**src/rtl/jk_cmd_seq_if.sv**
```systemverilog
// ---------------------------------------------------------------------------
// jk_cmd_seq_if
//   Command channel into the JK command sequencer: a valid/ready handshake
//   carrying one {op, len} command per transfer.
//
//   Signals
//     cmd_valid  producer has a command on cmd_op/cmd_len
//     cmd_ready  sequencer FIFO can accept a command this cycle
//     cmd_op     00 hold, 01 clear, 10 set, 11 toggle
//     cmd_len    number of enabled flip-flop cycles (0 = no-op)
//
//   Modports
//     master  command producer
//     slave   the sequencer
// ---------------------------------------------------------------------------
interface jk_cmd_seq_if #(
  parameter int CNT_W = 4
);
  logic             cmd_valid;
  logic             cmd_ready;
  logic [1:0]       cmd_op;
  logic [CNT_W-1:0] cmd_len;

  modport master (
    output cmd_valid,
    output cmd_op,
    output cmd_len,
    input  cmd_ready
  );

  modport slave (
    input  cmd_valid,
    input  cmd_op,
    input  cmd_len,
    output cmd_ready
  );
endinterface

```
**src/rtl/jk_cmd_seq.sv**
```systemverilog
// ---------------------------------------------------------------------------
// jk_cmd_seq
//   Command sequencer sitting directly upstream of a JK flip-flop with
//   enable and active-high reset. Commands (hold/clear/set/toggle plus a
//   repeat count) are buffered in a small FIFO and replayed onto the
//   flip-flop's J/K/enable pins for exactly the requested number of enabled
//   cycles. A shadow model of the flip-flop output is kept and compared
//   against the fed-back q every cycle; any disagreement raises a sticky err.
//
//   Ports
//     clk      system clock, rising edge
//     reset    asynchronous reset, active-low
//     cmd      command channel (jk_cmd_seq_if.slave)
//     q_in     flip-flop q, fed back
//     J, K     flip-flop data inputs (non-zero only while running)
//     enable   flip-flop enable
//     ff_rst   flip-flop reset, active-high (held during reset and INIT)
//     busy     a command is running or just completing
//     done     one-cycle pulse at command completion
//     err      sticky q mismatch flag
//     level    FIFO occupancy
// ---------------------------------------------------------------------------
module jk_cmd_seq #(
  parameter int CNT_W = 4,
  parameter int DEPTH = 4
) (
  input  logic                     clk,
  input  logic                     reset,
  jk_cmd_seq_if.slave              cmd,
  input  logic                     q_in,
  output logic                     J,
  output logic                     K,
  output logic                     enable,
  output logic                     ff_rst,
  output logic                     busy,
  output logic                     done,
  output logic                     err,
  output logic [$clog2(DEPTH):0]   level
);

  localparam int AW = $clog2(DEPTH);
  localparam int LW = AW + 1;
  localparam int EW = CNT_W + 2;

  typedef enum logic [1:0] {
    S_INIT,
    S_IDLE,
    S_RUN,
    S_DONE
  } state_t;

  state_t state;

  // Next flip-flop output for a given current q and JK opcode.
  function automatic logic jk_apply(input logic q, input logic [1:0] op);
    logic r;
    case (op)
      2'b00:   r = q;
      2'b01:   r = 1'b0;
      2'b10:   r = 1'b1;
      default: r = ~q;
    endcase
    return r;
  endfunction

  // -------------------------------------------------------------------------
  // Command FIFO
  // -------------------------------------------------------------------------
  logic [EW-1:0]    mem [DEPTH];
  logic [AW-1:0]    wr_ptr;
  logic [AW-1:0]    rd_ptr;
  logic             full;
  logic             push;
  logic             pop;
  logic [EW-1:0]    head;
  logic [1:0]       head_op;
  logic [CNT_W-1:0] head_len;

  assign full          = (level == LW'(DEPTH));
  assign cmd.cmd_ready = !full;
  assign push          = cmd.cmd_valid && !full;
  // Pop depends only on registered level, so a command written into an
  // empty FIFO cannot be popped on the same edge it arrives.
  assign pop           = (state == S_IDLE) && (level != '0);
  assign head          = mem[rd_ptr];
  assign head_op       = head[EW-1:CNT_W];
  assign head_len      = head[CNT_W-1:0];

  always_ff @(posedge clk) begin
    if (push) begin
      mem[wr_ptr] <= {cmd.cmd_op, cmd.cmd_len};
    end
  end

  always_ff @(posedge clk or negedge reset) begin
    if (!reset) begin
      wr_ptr <= '0;
      rd_ptr <= '0;
      level  <= '0;
    end else begin
      if (push) begin
        wr_ptr <= wr_ptr + AW'(1);
      end
      if (pop) begin
        rd_ptr <= rd_ptr + AW'(1);
      end
      case ({push, pop})
        2'b10:   level <= level + LW'(1);
        2'b01:   level <= level - LW'(1);
        default: level <= level;
      endcase
    end
  end

  // -------------------------------------------------------------------------
  // Active command registers (datapath, loaded on pop)
  // -------------------------------------------------------------------------
  logic [1:0]       op_r;
  logic [CNT_W-1:0] cnt_r;

  always_ff @(posedge clk) begin
    if (pop) begin
      op_r  <= head_op;
      cnt_r <= head_len;
    end else if (state == S_RUN) begin
      cnt_r <= cnt_r - CNT_W'(1);
    end
  end

  // -------------------------------------------------------------------------
  // Sequencing FSM with registered Moore outputs, shadow q model and check
  // -------------------------------------------------------------------------
  logic exp_q;

  always_ff @(posedge clk or negedge reset) begin
    if (!reset) begin
      state  <= S_INIT;
      J      <= 1'b0;
      K      <= 1'b0;
      enable <= 1'b0;
      ff_rst <= 1'b1;
      busy   <= 1'b0;
      done   <= 1'b0;
      exp_q  <= 1'b0;
      err    <= 1'b0;
    end else begin
      // INIT is excluded: the flip-flop is still being cleared there.
      if ((state != S_INIT) && (q_in != exp_q)) begin
        err <= 1'b1;
      end

      case (state)
        S_INIT: begin
          exp_q  <= 1'b0;
          ff_rst <= 1'b0;
          state  <= S_IDLE;
        end

        S_IDLE: begin
          if (pop) begin
            busy <= 1'b1;
            if (head_len == '0) begin
              done  <= 1'b1;
              state <= S_DONE;
            end else begin
              enable <= 1'b1;
              J      <= head_op[1];
              K      <= head_op[0];
              state  <= S_RUN;
            end
          end
        end

        S_RUN: begin
          exp_q <= jk_apply(exp_q, op_r);
          // Leaving on cnt_r==1 keeps enable high for exactly len cycles.
          if (cnt_r == CNT_W'(1)) begin
            enable <= 1'b0;
            J      <= 1'b0;
            K      <= 1'b0;
            done   <= 1'b1;
            state  <= S_DONE;
          end
        end

        S_DONE: begin
          done  <= 1'b0;
          busy  <= 1'b0;
          state <= S_IDLE;
        end

        default: begin
          state  <= S_INIT;
          J      <= 1'b0;
          K      <= 1'b0;
          enable <= 1'b0;
          ff_rst <= 1'b1;
          busy   <= 1'b0;
          done   <= 1'b0;
        end
      endcase
    end
  end

endmodule
```
**src/flat_wrapper.sv**
```systemverilog
// flat-port wrapper written by rule: the top's interface ports become plain ports
module jk_cmd_seq_flat 
#(
  parameter int CNT_W = 4,
  parameter int DEPTH = 4
)
  (clk, reset, q_in, J, K, enable, ff_rst, busy, done, err, level, cmd_cmd_valid, cmd_cmd_op, cmd_cmd_len, cmd_cmd_ready);
  jk_cmd_seq_if #(.CNT_W(CNT_W)) cmd_i ();
  input  logic clk;
  input  logic reset;
  input  logic q_in;
  output logic J;
  output logic K;
  output logic enable;
  output logic ff_rst;
  output logic busy;
  output logic done;
  output logic err;
  output logic [$clog2(DEPTH):0] level;
  input wire logic [$bits(cmd_i.cmd_valid)-1:0] cmd_cmd_valid;
  input wire logic [$bits(cmd_i.cmd_op)-1:0] cmd_cmd_op;
  input wire logic [$bits(cmd_i.cmd_len)-1:0] cmd_cmd_len;
  output wire logic [$bits(cmd_i.cmd_ready)-1:0] cmd_cmd_ready;
  assign cmd_i.cmd_valid = cmd_cmd_valid;
  assign cmd_i.cmd_op = cmd_cmd_op;
  assign cmd_i.cmd_len = cmd_cmd_len;
  assign cmd_cmd_ready = cmd_i.cmd_ready;
  jk_cmd_seq #(.CNT_W(CNT_W), .DEPTH(DEPTH)) u_core (.clk(clk), .reset(reset), .cmd(cmd_i), .q_in(q_in), .J(J), .K(K), .enable(enable), .ff_rst(ff_rst), .busy(busy), .done(done), .err(err), .level(level));
endmodule
```
**config.mk**
```make
export PLATFORM = sky130hd
export DESIGN_NAME = jk_cmd_seq_flat
export DESIGN_NICKNAME = d
export VERILOG_FILES = /design/src/rtl/jk_cmd_seq_if.sv /design/src/rtl/jk_cmd_seq.sv /design/src/flat_wrapper.sv
export SDC_FILE = /design/constraint.sdc
export NUM_CORES = 1
export LEC_CHECK = 0
export ABC_CLOCK_PERIOD_IN_PS = 2300
export CAP_MARGIN = 15
export CELL_PAD_IN_SITES_DETAIL_PLACEMENT = 0
export CELL_PAD_IN_SITES_GLOBAL_PLACEMENT = 1
export CORE_MARGIN = 5
export CORE_UTILIZATION = 40
export CTS_BUF_LIST = sky130_fd_sc_hd__clkbuf_8 sky130_fd_sc_hd__clkbuf_16
export DETAILED_ROUTE_END_ITERATION = 8
export PLACE_DENSITY = 0.74
export RECOVER_POWER = 25
export SYNTH_ARGS = -nofsm -noshare
export SYNTH_HDL_FRONTEND = slang
export SYNTH_SLANG_ARGS = --single-unit
```
**constraint.sdc**
```tcl
create_clock -name clk -period 2.3 [get_ports clk]
set_clock_uncertainty 0.15 [all_clocks]
set_input_delay 0.46 -clock clk [delete_from_list [all_inputs] [get_ports clk]]
set_output_delay 0.46 -clock clk [all_outputs]
set_load 0.02 [all_outputs]
```
**Word level (Yosys, flattened, before mapping)**

Memories as Yosys holds them, arrays and structs flattened.
Cells that the tools add are included.

- Logic and storage cells: 84
- Bits of input ports: 10
- Memories kept: 1
- Output and inout bits: 11
- Bits in registers: 23
- Bits in writable memories: 24

Memories:

| name | words | bits a word | read ports | clocked after Yosys merged registers in | wr ports | RTL line | text |
|---|---|---|---|---|---|---|---|
| u_core.mem | 4 | 6 | 1 | 0 | 1 | jk_cmd_seq.sv:69 | `logic [EW-1:0] mem [DEPTH];` |

- Muxes and demuxes: 27
- Reduce and logical (&&, ||, !) cells: 21
- Bitwise operators: 1
- $add $sub $neg: 5
- Eq/ne operators: 15

Operators with widths:

| operator | number |
|---|---|
| 1-bit 2-to-1 mux | 14 |
| 2-bit nonzero test | 6 |
| 1-bit one-hot mux with 2 select lines | 5 |
| 2-bit equality test (second input constant) | 4 |
| 4-bit 2-to-1 mux | 2 |
| 2-bit != test (second input constant) | 4 |
| 4-bit AND reduction | 2 |
| 2-bit by 1-bit equality test with 1-bit output (second input constant) | 3 |
| 1-bit one-hot mux with 3 select lines | 2 |
| 2-bit one-hot mux with 3 select lines | 1 |
| 3-bit one-hot mux with 2 select lines | 1 |
| 2-bit AND reduction | 3 |
| 3-bit nonzero test | 2 |
| 2-bit by 1-bit adder with 2-bit output (second input constant) | 2 |
| 4-bit by 1-bit equality test with 1-bit output (second input constant) | 1 |
| 2-bit zero test | 2 |
| 4-bit zero test | 1 |
| 2-bit 2-to-1 mux | 2 |
| 4-bit by 1-bit subtractor with 4-bit output (second input constant) | 1 |
| 3-bit by 1-bit adder with 3-bit output (second input constant) | 1 |
| 3-bit equality test (second input constant) | 1 |
| 1-bit logical AND | 3 |
| 3-bit by 1-bit subtractor with 3-bit output (second input constant) | 1 |
| 2-bit by 1-bit != test with 1-bit output (second input constant) | 1 |
| other kinds (4) | 4 |

**Depth between registers and ports, before layout**

- Depth after elaboration: 5
- Gate-level depth with buffers: 9
- Mapped depth without buffers: 9

**Worst setup path after synthesis**

OpenSTA, ideal clock, no wires.

- Path type: reg-to-reg
- From: register u_core.level[0]
- To: register u_core.level[2]
- Buffers on the path: 0
- Cell stages (with the launch flop): 10
- Arrival: 2.024 ns
- Library setup time: 0.134 ns
- Period minus slack after synthesis: 2.308 ns
- Data required time: 2.016 ns
- Setup slack: -0.008 ns
- Cells stage by stage: dfrtp_1 nor2_1 nand2_1 and2_1 inv_1 ha_1 fa_1 xnor2_1 nor2_1 xor2_1

- Cells in the longest elaborated chain, start to end: 5
- Elaborated cells on any way between the ends: 11
- Those cells by class: add/sub: 2; eq/ne: 3; mux: 1; reduce/logical: 5

RTL lines:

| what | RTL line | text |
|---|---|---|
| start, declared | jk_cmd_seq.sv:38 | `output logic [$clog2(DEPTH):0] level` |
| start signal, assigned | jk_cmd_seq.sv:108 | `2'b10: level <= level + LW'(1);` |
| start signal, assigned | jk_cmd_seq.sv:109 | `2'b01: level <= level - LW'(1);` |
| start signal, assigned | jk_cmd_seq.sv:110 | `default: level <= level;` |
| 3-bit equality test (*) | jk_cmd_seq.sv:79 | `assign full = (level == LW'(DEPTH));` |
| 1-bit zero test (*) | - |  |
| via cmd_cmd_ready | flat_wrapper.sv:23 | `output wire logic [$bits(cmd_i.cmd_ready)-1:0] cmd_cmd_ready;` |
| 1-bit logical AND (*) | jk_cmd_seq.sv:81 | `assign push = cmd.cmd_valid && !full;` |
| 2-bit by 1-bit equality test with 1-bit output or 2-bit equality test (tied branches) | jk_cmd_seq.sv:107 | `case ({push, pop})` |
| 3-bit one-hot mux with 2 select lines or 2-bit nonzero test (tied branches) | - |  |

The timed path passes the listed nets; every way through them passes the cells marked *.
A chain may end at the register's enable or synchronous reset.

**Worst setup path after layout**

- From: register u_core.level[0]
- To: output cmd_cmd_ready

- Cells in the longest elaborated chain, start to end: 2

RTL lines:

| what | RTL line | text |
|---|---|---|
| 3-bit equality test | jk_cmd_seq.sv:79 |  |
| 1-bit zero test | jk_cmd_seq.sv:80 | `assign cmd.cmd_ready = !full;` |
| end, declared | flat_wrapper.sv:23 |  |

No other way between the ends.

==> flow_summary.toml <==
[logic_synthesis]
ys_seq_area_share_pct = 60.49
synthCells = 150
synth_edf_count = 30
syn_nets = 174
synth_cell_types = 37
yosysWarnings = 0
ys_async_sr_fraction_pct = 36.17
ys_ff_latch = 47
yosysMostFrequentCell = "edfxtp_1"
synth_area_leader_cell = "edfxtp_1"
synth.cell_area_mm2 = 0.002195
yosys.area.top_type_share_pct = 41.05
ys.flop_type = "edfxtp_1"
synthTopCellsByCount = "edfxtp_1 (30), dfrtp_1 (16), ha_1 (13), inv_1 (13)"
netlist_top_cells_area = "edfxtp_1 (41%), dfrtp_1 (18%), ha_1 (7.4%)"
syn_area_per_cell_um2 = 14.63

[worst_hold_path]
min_path_cells = 1
hold_end = "u_core.ff_rst"
min_path_type = "reg -> reg"
min_from = "u_core.ff_rst"

[setup_path]
path_buf_inv = 1
worst-path-stages = 3
critical_path_class = "reg -> out"
crit_required_ns = 1.69
reg2reg_depth = 8
crit_path_start_kind = "register"
critPathTopFamily = "buffers and inverters"
cp_cell_sequence = "nor2_1 -> nand2_1 -> clkdlybuf4s50_1"
reg2reg_from = "u_core.level[0]"
end_kind = "output port"
reg2reg_to = "u_core.level[2]"
path_max_fanout = 6
crit_path_top_delay_cell = "clkdlybuf4s50_1"
reg2reg_slack_ns = 0.14
worst_ep_arrival_time_ns = 1.59
slowest_delay_ns = 0.63

[route]
drt_first_iter_violations = 71
finalWirelength_um = 3698
dr.pass1.iters = 4
detail_route.wl_per_cell_um = 14.22
vias = 1276
via_per_inst = 4.908
drc = 0
postRouteAntennaNets = 0

[clocking]
clock_latency_ns = 0.30
hold_buffers = 0
cts_setup_buffers = 0
htree_levels = 2
clk_path_buf_depth = 2
clk_pin_slew_worst_paths_ns = 0.09
numCtsBuffers = 5
clockRootBuffer = "clkbuf_8"
clock_sinks = 47
cts_tree = "done"
post_cts_resized = 0

[placed_design]
port_buffers = 20
dp_hpwl_um = 2803
place_area_mm2 = 0.002562
placedCellCount = 252
gp_congestion = 0.7539

[finish]
layoutNonFillerInstCount = 260
nFillCells = 479
drive_above_1_share_pct = 20.74
design_area_mm2 = 0.002686
fin_nets = 211
syn_to_final_growth_pct = 22.41
antenna_cells = 0

[sta]
fmax_ghz = 0.4536
finalCritPeriodShare_pct = 95.85
finalMaxSlewViolations = 0
timing.slew.headroom_pct = 34.39
finalSetupViolCount = 0
rsz0062_at_grt = "no"
min_period_ns = 2.205
worst_slew_pin_slew_ns = 0.9842
final-hold-violation-count = 0

[floorplan]
row_count = 27
die_area_mm2 = 0.007068
die_h_um = 84.07
fp.dieW_um = 84.07
num_io_pins = 21
core_mm2 = 0.005405
start_util_pct = 40.60

[global_routing]
grt_overflow = 0
grt_usage_pct = 11.77
grt_pass1_wl_um = 6603
grt_pass1_vias = 1364
grt_max_degree = 18
antenna_found_initial = 0

[power]
power_density_mw_per_mm2 = 1397
peakVddDrop_mv = 0.5573
p_leak_nw = 1.080

[flow_run]
drv_cap = 0

[status]
status = "finished, final reports clean"
-- how the worst max path moves through the flow --
stage	start	endpoint
2_1_floorplan	u_core.level[1]	u_core.level[2]
3_3_place_gp	cmd_cmd_valid	u_core.level[2]
3_5_place_dp	cmd_cmd_valid	u_core.level[2]
4_1_cts	u_core.rd_ptr[0]	u_core.J
5_1_grt	u_core.level[0]	cmd_cmd_ready
6_report	u_core.level[0]	cmd_cmd_ready
-- sequential cells by signal, summed over array words and instances, names as in the netlist --
register,count
u_core.exp_q,1
u_core.ff_rst,1
u_core.busy,1
u_core.level,3
u_core.K,1
u_core.op_r,2
u_core.wr_ptr,2
u_core.state,2
u_core.cnt_r,4
u_core.enable,1
u_core.err,1
u_core.done,1
u_core.J,1
u_core.rd_ptr,2
u_core.mem,24
-- cell type report --
class	count	area [um^2]	area share [%]
tap	72	90.09	3.354
sequential	47	1331	49.56
inverter	13	48.80	1.816
timing repair buffer	35	309.0	11.50
multi-input combinational	85	790.8	29.44
clock inverter	3	47.55	1.770
clock buffer	5	68.82	2.562
-- cell families (layout without fill, tap and decap cells) --
logic type,count (synthesis),after routing,synth area share [%]
AO/OA/AOI/OAI,21,21,6.728
XOR/XNOR,9,9,3.592
adder cells (fa/ha/maj),14,14,8.324
buffers and inverters,18,56,3.877
flip-flops,47,47,60.49
multiplexers,9,9,8.153
AND/OR/NAND/NOR,32,32,8.837
-- per-layer routing --
layer	vias up	track usage (%)	part of all wire (%)
met5	-	0	0
met4	0	3.801	1.1
met3	4	3.258	3.4
met2	19	20.09	53
met1	629	14.32	43
li1	624	-	-
-- through the flow --
step	util, %	hold WS (ns)	TNS [ns]	worst slack, ns	total power [mW]
after floorplan	-	0.01441	0	0.03514	2.606
after global placement	47.41	0.3077	-0.003571	-0.003571	3.068
after detailed placement	47.41	0.3287	-0.06612	-0.05812	3.171
after CTS	49.56	0.3364	0	0.04752	3.789
after global routing	49.70	0.3538	0	0.008085	4.069
final	49.70	0.3398	0	0.09538	3.753
-- power breakdown --
| group | switching [mW] | internal, mW |
|---|---|---|
| Combinational | 0.811 | 0.860 |
| Clock | 0.278 | 0.329 |
| Sequential | 0.223 | 1.25 |
| Total | 1.31 | 2.44 |
-- placed cells by master (no fill, tap or decap), types with 5 or more instances in the layout --
cell,count
edfxtp_1,30
clkdlybuf4s50_1,16
buf_4,14
inv_1,13
ha_1,13
dfrtp_1,13
nor2_1,8
xnor2_1,8
nand2_1,5
a21oi_1,5
clkbuf_8,5
Note: power is estimated with default switching activity, not from simulation.
